--- src/rtl/imem_if.sv ---
// Instruction-memory read port: single outstanding request, held until acked.
interface imem_if;
    logic        imem_req;
    logic [31:0] imem_addr;
    logic        imem_ack;
    logic [31:0] imem_rdata;

    modport master (output imem_req, output imem_addr, input imem_ack, input imem_rdata);
    modport slave  (input imem_req, input imem_addr, output imem_ack, output imem_rdata);
endinterface

--- src/rtl/instr_fetch.sv ---
// Instruction fetch unit: fetches one word, holds it until retired, then
// computes the next PC from sequential, branch or jump flow.
module instr_fetch #(
    parameter logic [31:0] RESET_PC = 32'h0000_3000
) (
    input  logic        clk,
    input  logic        rst_n,
    imem_if.master      bus,
    input  logic        retire,
    input  logic        branch_taken,
    input  logic        jump,
    output logic [31:0] pc,
    output logic [31:0] instr,
    output logic [5:0]  OpCode,
    output logic [5:0]  Funct,
    output logic        instr_valid,
    output logic [31:0] retired_cnt
);

    typedef enum logic [1:0] {
        IDLE  = 2'd0,
        FETCH = 2'd1,
        HOLD  = 2'd2
    } state_t;

    localparam logic [31:0] RESET_PC_W = {RESET_PC[31:2], 2'b00};

    state_t      state, state_next;
    logic [31:0] fetch_pc, fetch_pc_next;
    logic [31:0] pc_next, instr_next, retired_cnt_next;
    logic [31:0] pc_plus4, branch_target, jump_target;

    assign pc_plus4      = pc + 32'd4;
    assign branch_target = pc_plus4 + {{14{instr[15]}}, instr[15:0], 2'b00};
    assign jump_target   = {pc_plus4[31:28], instr[25:0], 2'b00};

    always_comb begin
        // NOTE: every combinational output gets a default first so no path can infer a latch.
        state_next       = state;
        fetch_pc_next    = fetch_pc;
        pc_next          = pc;
        instr_next       = instr;
        retired_cnt_next = retired_cnt;
        unique case (state)
            IDLE: state_next = FETCH;
            FETCH: begin
                if (bus.imem_ack) begin
                    instr_next = bus.imem_rdata;
                    pc_next    = fetch_pc;
                    state_next = HOLD;
                end
            end
            HOLD: begin
                if (retire) begin
                    // Jump wins over a taken branch when both flags are raised.
                    if (jump)              fetch_pc_next = jump_target;
                    else if (branch_taken) fetch_pc_next = branch_target;
                    else                   fetch_pc_next = pc_plus4;
                    retired_cnt_next = retired_cnt + 32'd1;
                    state_next       = FETCH;
                end
            end
            default: state_next = IDLE;
        endcase
    end

    always_ff @(posedge clk) begin
        // NOTE: non-blocking assignments so every register samples pre-edge values.
        if (!rst_n) begin
            state       <= IDLE;
            fetch_pc    <= RESET_PC_W;
            pc          <= RESET_PC_W;
            instr       <= 32'd0;
            retired_cnt <= 32'd0;
        end else begin
            state       <= state_next;
            fetch_pc    <= fetch_pc_next;
            pc          <= pc_next;
            instr       <= instr_next;
            retired_cnt <= retired_cnt_next;
        end
    end

    assign bus.imem_req  = (state == FETCH);
    assign bus.imem_addr = {fetch_pc[31:2], 2'b00};
    assign instr_valid   = (state == HOLD);
    assign OpCode        = instr[31:26];
    assign Funct         = instr[5:0];

endmodule

--- src/flat_wrapper.sv ---
// flat-port wrapper written by rule: the top's interface ports become plain ports
module instr_fetch_flat 
#(
    parameter logic [31:0] RESET_PC = 32'h0000_3000
)
  (clk, rst_n, retire, branch_taken, jump, pc, instr, OpCode, Funct, instr_valid, retired_cnt, bus_imem_req, bus_imem_addr, bus_imem_ack, bus_imem_rdata);
  imem_if bus_i ();
  input  logic clk;
  input  logic rst_n;
  input  logic retire;
  input  logic branch_taken;
  input  logic jump;
  output logic [31:0] pc;
  output logic [31:0] instr;
  output logic [5:0] OpCode;
  output logic [5:0] Funct;
  output logic instr_valid;
  output logic [31:0] retired_cnt;
  output wire logic [$bits(bus_i.imem_req)-1:0] bus_imem_req;
  output wire logic [$bits(bus_i.imem_addr)-1:0] bus_imem_addr;
  input wire logic [$bits(bus_i.imem_ack)-1:0] bus_imem_ack;
  input wire logic [$bits(bus_i.imem_rdata)-1:0] bus_imem_rdata;
  assign bus_imem_req = bus_i.imem_req;
  assign bus_imem_addr = bus_i.imem_addr;
  assign bus_i.imem_ack = bus_imem_ack;
  assign bus_i.imem_rdata = bus_imem_rdata;
  instr_fetch #(.RESET_PC(RESET_PC)) u_core (.clk(clk), .rst_n(rst_n), .bus(bus_i), .retire(retire), .branch_taken(branch_taken), .jump(jump), .pc(pc), .instr(instr), .OpCode(OpCode), .Funct(Funct), .instr_valid(instr_valid), .retired_cnt(retired_cnt));
endmodule
--- config.mk ---
export PLATFORM = sky130hd
export DESIGN_NAME = instr_fetch_flat
export DESIGN_NICKNAME = d
export VERILOG_FILES = /design/src/rtl/imem_if.sv /design/src/rtl/instr_fetch.sv /design/src/flat_wrapper.sv
export SDC_FILE = /design/constraint.sdc
export NUM_CORES = 1
export LEC_CHECK = 0
export CORE_ASPECT_RATIO = 1.2
export CORE_MARGIN = 8
export CORE_UTILIZATION = 47
export DETAILED_ROUTE_END_ITERATION = 12
export PLACE_DENSITY_LB_ADDON = 0.25
export SLEW_MARGIN = 40
export SYNTH_ARGS = -nofsm -noshare
export SYNTH_HDL_FRONTEND = slang
export SYNTH_SLANG_ARGS = --single-unit
--- constraint.sdc ---
create_clock -name clk -period 3.7 [get_ports clk]
set_clock_uncertainty 0.15 [all_clocks]
set_input_delay 0.37 -clock clk [delete_from_list [all_inputs] [get_ports clk]]
set_output_delay 0.37 -clock clk [all_outputs]
set_load 0.01 [all_outputs]
==> summary.md <==
| Metric | Value |
|---|---|
| Yosys reg bits | between 100 and 150 |
| CP Launch Type | flip-flop |
| CTS tree | built |
| Library cells used by synthesis | 70 |
| Diodes inserted | 0 |
| Syn Area/Cell | between 7 and 8 µm² |
| Mapped Cells | 1020 |
| Number of flops mapped to enable cells by yosys | 0 |
| Clk slew on worst S/H paths | ~0.060 ns |
| Ys flop type | dfxtp_1 |
| Vias in the first global route | 7482 |
| Nets@finish | roughly 1300 |
| Sequential element share of the synthesized area | about a third |
| Initial antenna violation count | 0 |
| Slew Limit Fails | 0 |
| Max_slew headroom | 37.99% |
| Share of flip-flops with an asynchronous set or reset | 0% |
| Initial Util | around 48% |
| RSZ-0062 raised after global routing | yes |
| P_leak | 0.004373 µW |
| Drt first pass iters | 5 |
| Iter 0 DRT Violations | between 400 and 500 |
| R2R setup slack | around 0.10 ns |
| Clock Tree Buf Depth | 2 |
| Crit path DAT | about 3.8 ns |
| Status | finished, final reports clean |
| Ports | between 150 and 200 |
| Hpwl dp | 19130 µm |
| Worst-path maximum fanout | 4 |
| Area growth syn-to-layout | 36.23% |
| Setup violations, final | 0 |
| Setup crit end kind | flip-flop |
| Tmin final | ~3.6 ns |
| Vias after detailed routing | just under 8000 |
| PwrDens | approximately 320 nW/µm² |
| Wirelength per Cell | approximately 18 µm |
| Fraction of layout cells with a size suffix above 1 | between 10% and 20% |
| Worst path max stage delay | approximately 0.44 ns |
| Routability cong. | between 0.9 and 1 |
| Port bufs | roughly 180 |
| Met2 WL | about 13000 µm |
| Later-pin clock latency in the skew report | ~0.43 ns |
| Final Cycle Share | between 90 and 100% |
| Slowest-stage cell, CP | or3_4 |
| Non-filler cells, final | approximately 1400 |
| Synth warn | 0 |
| Chip Height | 160.2 µm |
| Hold WC Path Type | in2reg |
| Number of max-cap violations | 0 |
| Largest net degree at the start of global routing | 94 |
| Data required, critical path | 3.86 ns |
| VDD IR max | approximately 290 µV |
| Mean number of vias per cell | 5.503 |
| Most frequent cells in the layout | nand2_1 (207), clkdlybuf4s50_1 (176), dfxtp_1 (128), buf_4 (83), a21boi_0 (74) |
| H-tree Lvls | 4 |
| Clock buffer count from CTS | 17 |
| Total length of routed wires | between 20000 and 30000 µm |
| Clk root buf | clkbuf_16 |
| Max Freq | 278.0 MHz |
| Placed Cells | about 1400 |
| Most common cell after layout, fill and taps aside | nand2_1 |
| Synthesized area | 8139 µm² |
| Critical path class | reg2reg |
| Row count | 52 |
| Routed Antenna Nets | 0 |
| Met1 WL | around 11000 µm |
| Global Route Usage Sum | between 20% and 30% |
| Core Box Area | around 17000 µm² |
| Residual DRC | 0 |
| Metal3 WL | 1820 µm |
| First-pass GRT wire length | 40250 µm |
| Measured slew at the worst slew-check pin | roughly 0.93 ns |
| Final Hold Viols | 0 |
| CTS Sinks | 130 |
| DR top layer | met4 |
| Crit-path cells | and4_4 > nand4_4 > or3_4 > nor2_8 > nand2_2 > xnor2_2 > ha_1 > a21boi_1 > a311oi_2 > o31ai_2 > a41oi_2 > nor2_2 > a311oi_2 > mux2i_1 > a21boi_1 |
| Die Width | 136.1 µm |
| Util after Layout | between 60% and 70% |
| Grt ovf | 0 |
| Die area | around 22000 µm² |
==> path summary, 6_finish.rpt <==
check | cells after the start | start | endpoint
min | 2 | rst_n | u_core.pc[13]
max | 15 | u_core.pc[6] | u_core.fetch_pc[30]
min reg2reg | 2 | u_core.fetch_pc[0] | u_core.pc[0]
max reg2reg | 15 | u_core.pc[6] | u_core.fetch_pc[30]
==> where the power goes <==
group | switching (µW) | internal, µW
Clock | 690 | 1070
Sequential | 30.5 | 1420
Combinational | 203 | 179
==> metrics by stage <==
step                total power, µW  setup TNS [ns]  worst slack, ns  cell area, µm²  hold slack [ns]
finish                         3593               0           0.1031           11090           0.2246
global route                   3714         -0.1701         -0.05925           11090           0.2694
CTS                            3605               0          0.01489           10810           0.2125
detailed placement             1858               0         0.005104           10150           0.3081
global placement               1855               0          0.07182           10150           0.3016
floorplan                      1690               0          0.01259            8148           0.2912
==> metal layers <==
layer	vias up	GRT usage (%)
met2	253	38.68
met1	3728	27.87
met5	-	0
li1	3853	-
met3	46	6.089
met4	0	8.454
==> cells in the mapped netlist, types with 26 or more instances <==
cell type,number,area (µm²)
nand2_1,210,788.3
dfxtp_1,130,2603
a21boi_0,75,563.0
o21ai_0,56,280.3
xnor2_1,47,411.6
buf_4,44,330.3
nor2_1,42,157.7
and2_1,38,237.7
ha_1,38,475.5
a21oi_1,37,185.2
clkbuf_1,37,138.9
nand3_1,32,160.2
xor2_1,26,227.7
==> cell type report <==
cell class | instances | area, µm²
Tap cell | 216 | 270.3
Clock inverter | 15 | 182.7
Sequential cell | 130 | 2605
Timing Repair Buffer | 261 | 2410
Multi-Input combinational cell | 782 | 5154
Fill cell | 1465 | 5828
Inverter | 11 | 41.29
Clock buffer | 17 | 425.4
==> cells by family (layout without fill, tap and decap cells) <==
| logic type | count (synthesis) | after routing | share of synthesized area (%) |
|---|---|---|---|
| buffers and inverters | 109 | 304 | 7.763 |
| xor gates and xnor gates | 74 | 74 | 8.055 |
| muxes | 9 | 9 | 1.107 |
| and+or+nand+nor | 409 | 409 | 24.09 |
| other | 1 | 2 | 0.04607 |
| adders and majority gates | 39 | 39 | 6.088 |
| AOI/OAI and AO/OA | 249 | 249 | 20.88 |
| DFF | 130 | 130 | 31.98 |
==> flip-flops by register name (all words and copies together) (netlist names) <==
signal and cells:
u_core.pc 32, u_core.instr 32, u_core.state 2, u_core.retired_cnt 32, u_core.fetch_pc 32
==> what timing repair did <==
item	4_1_cts	5_1_grt
hold buffers	0	0
setup buffers	4	8
pin swaps	3	23
resized for setup	3	49
endpoints found under the setup margin	2	13
==> worst max-delay path: cells and delay by family, from the launching register on <==
kind,cells,cell delay (ns)
AOI/OAI and AO/OA,6,1.14
muxes,1,0.22
DFF,1,0.33
and+or+nand+nor,6,1.14
adders and majority gates,1,0.31
xor gates and xnor gates,1,0.16
(Power assumes the default switching activity.)
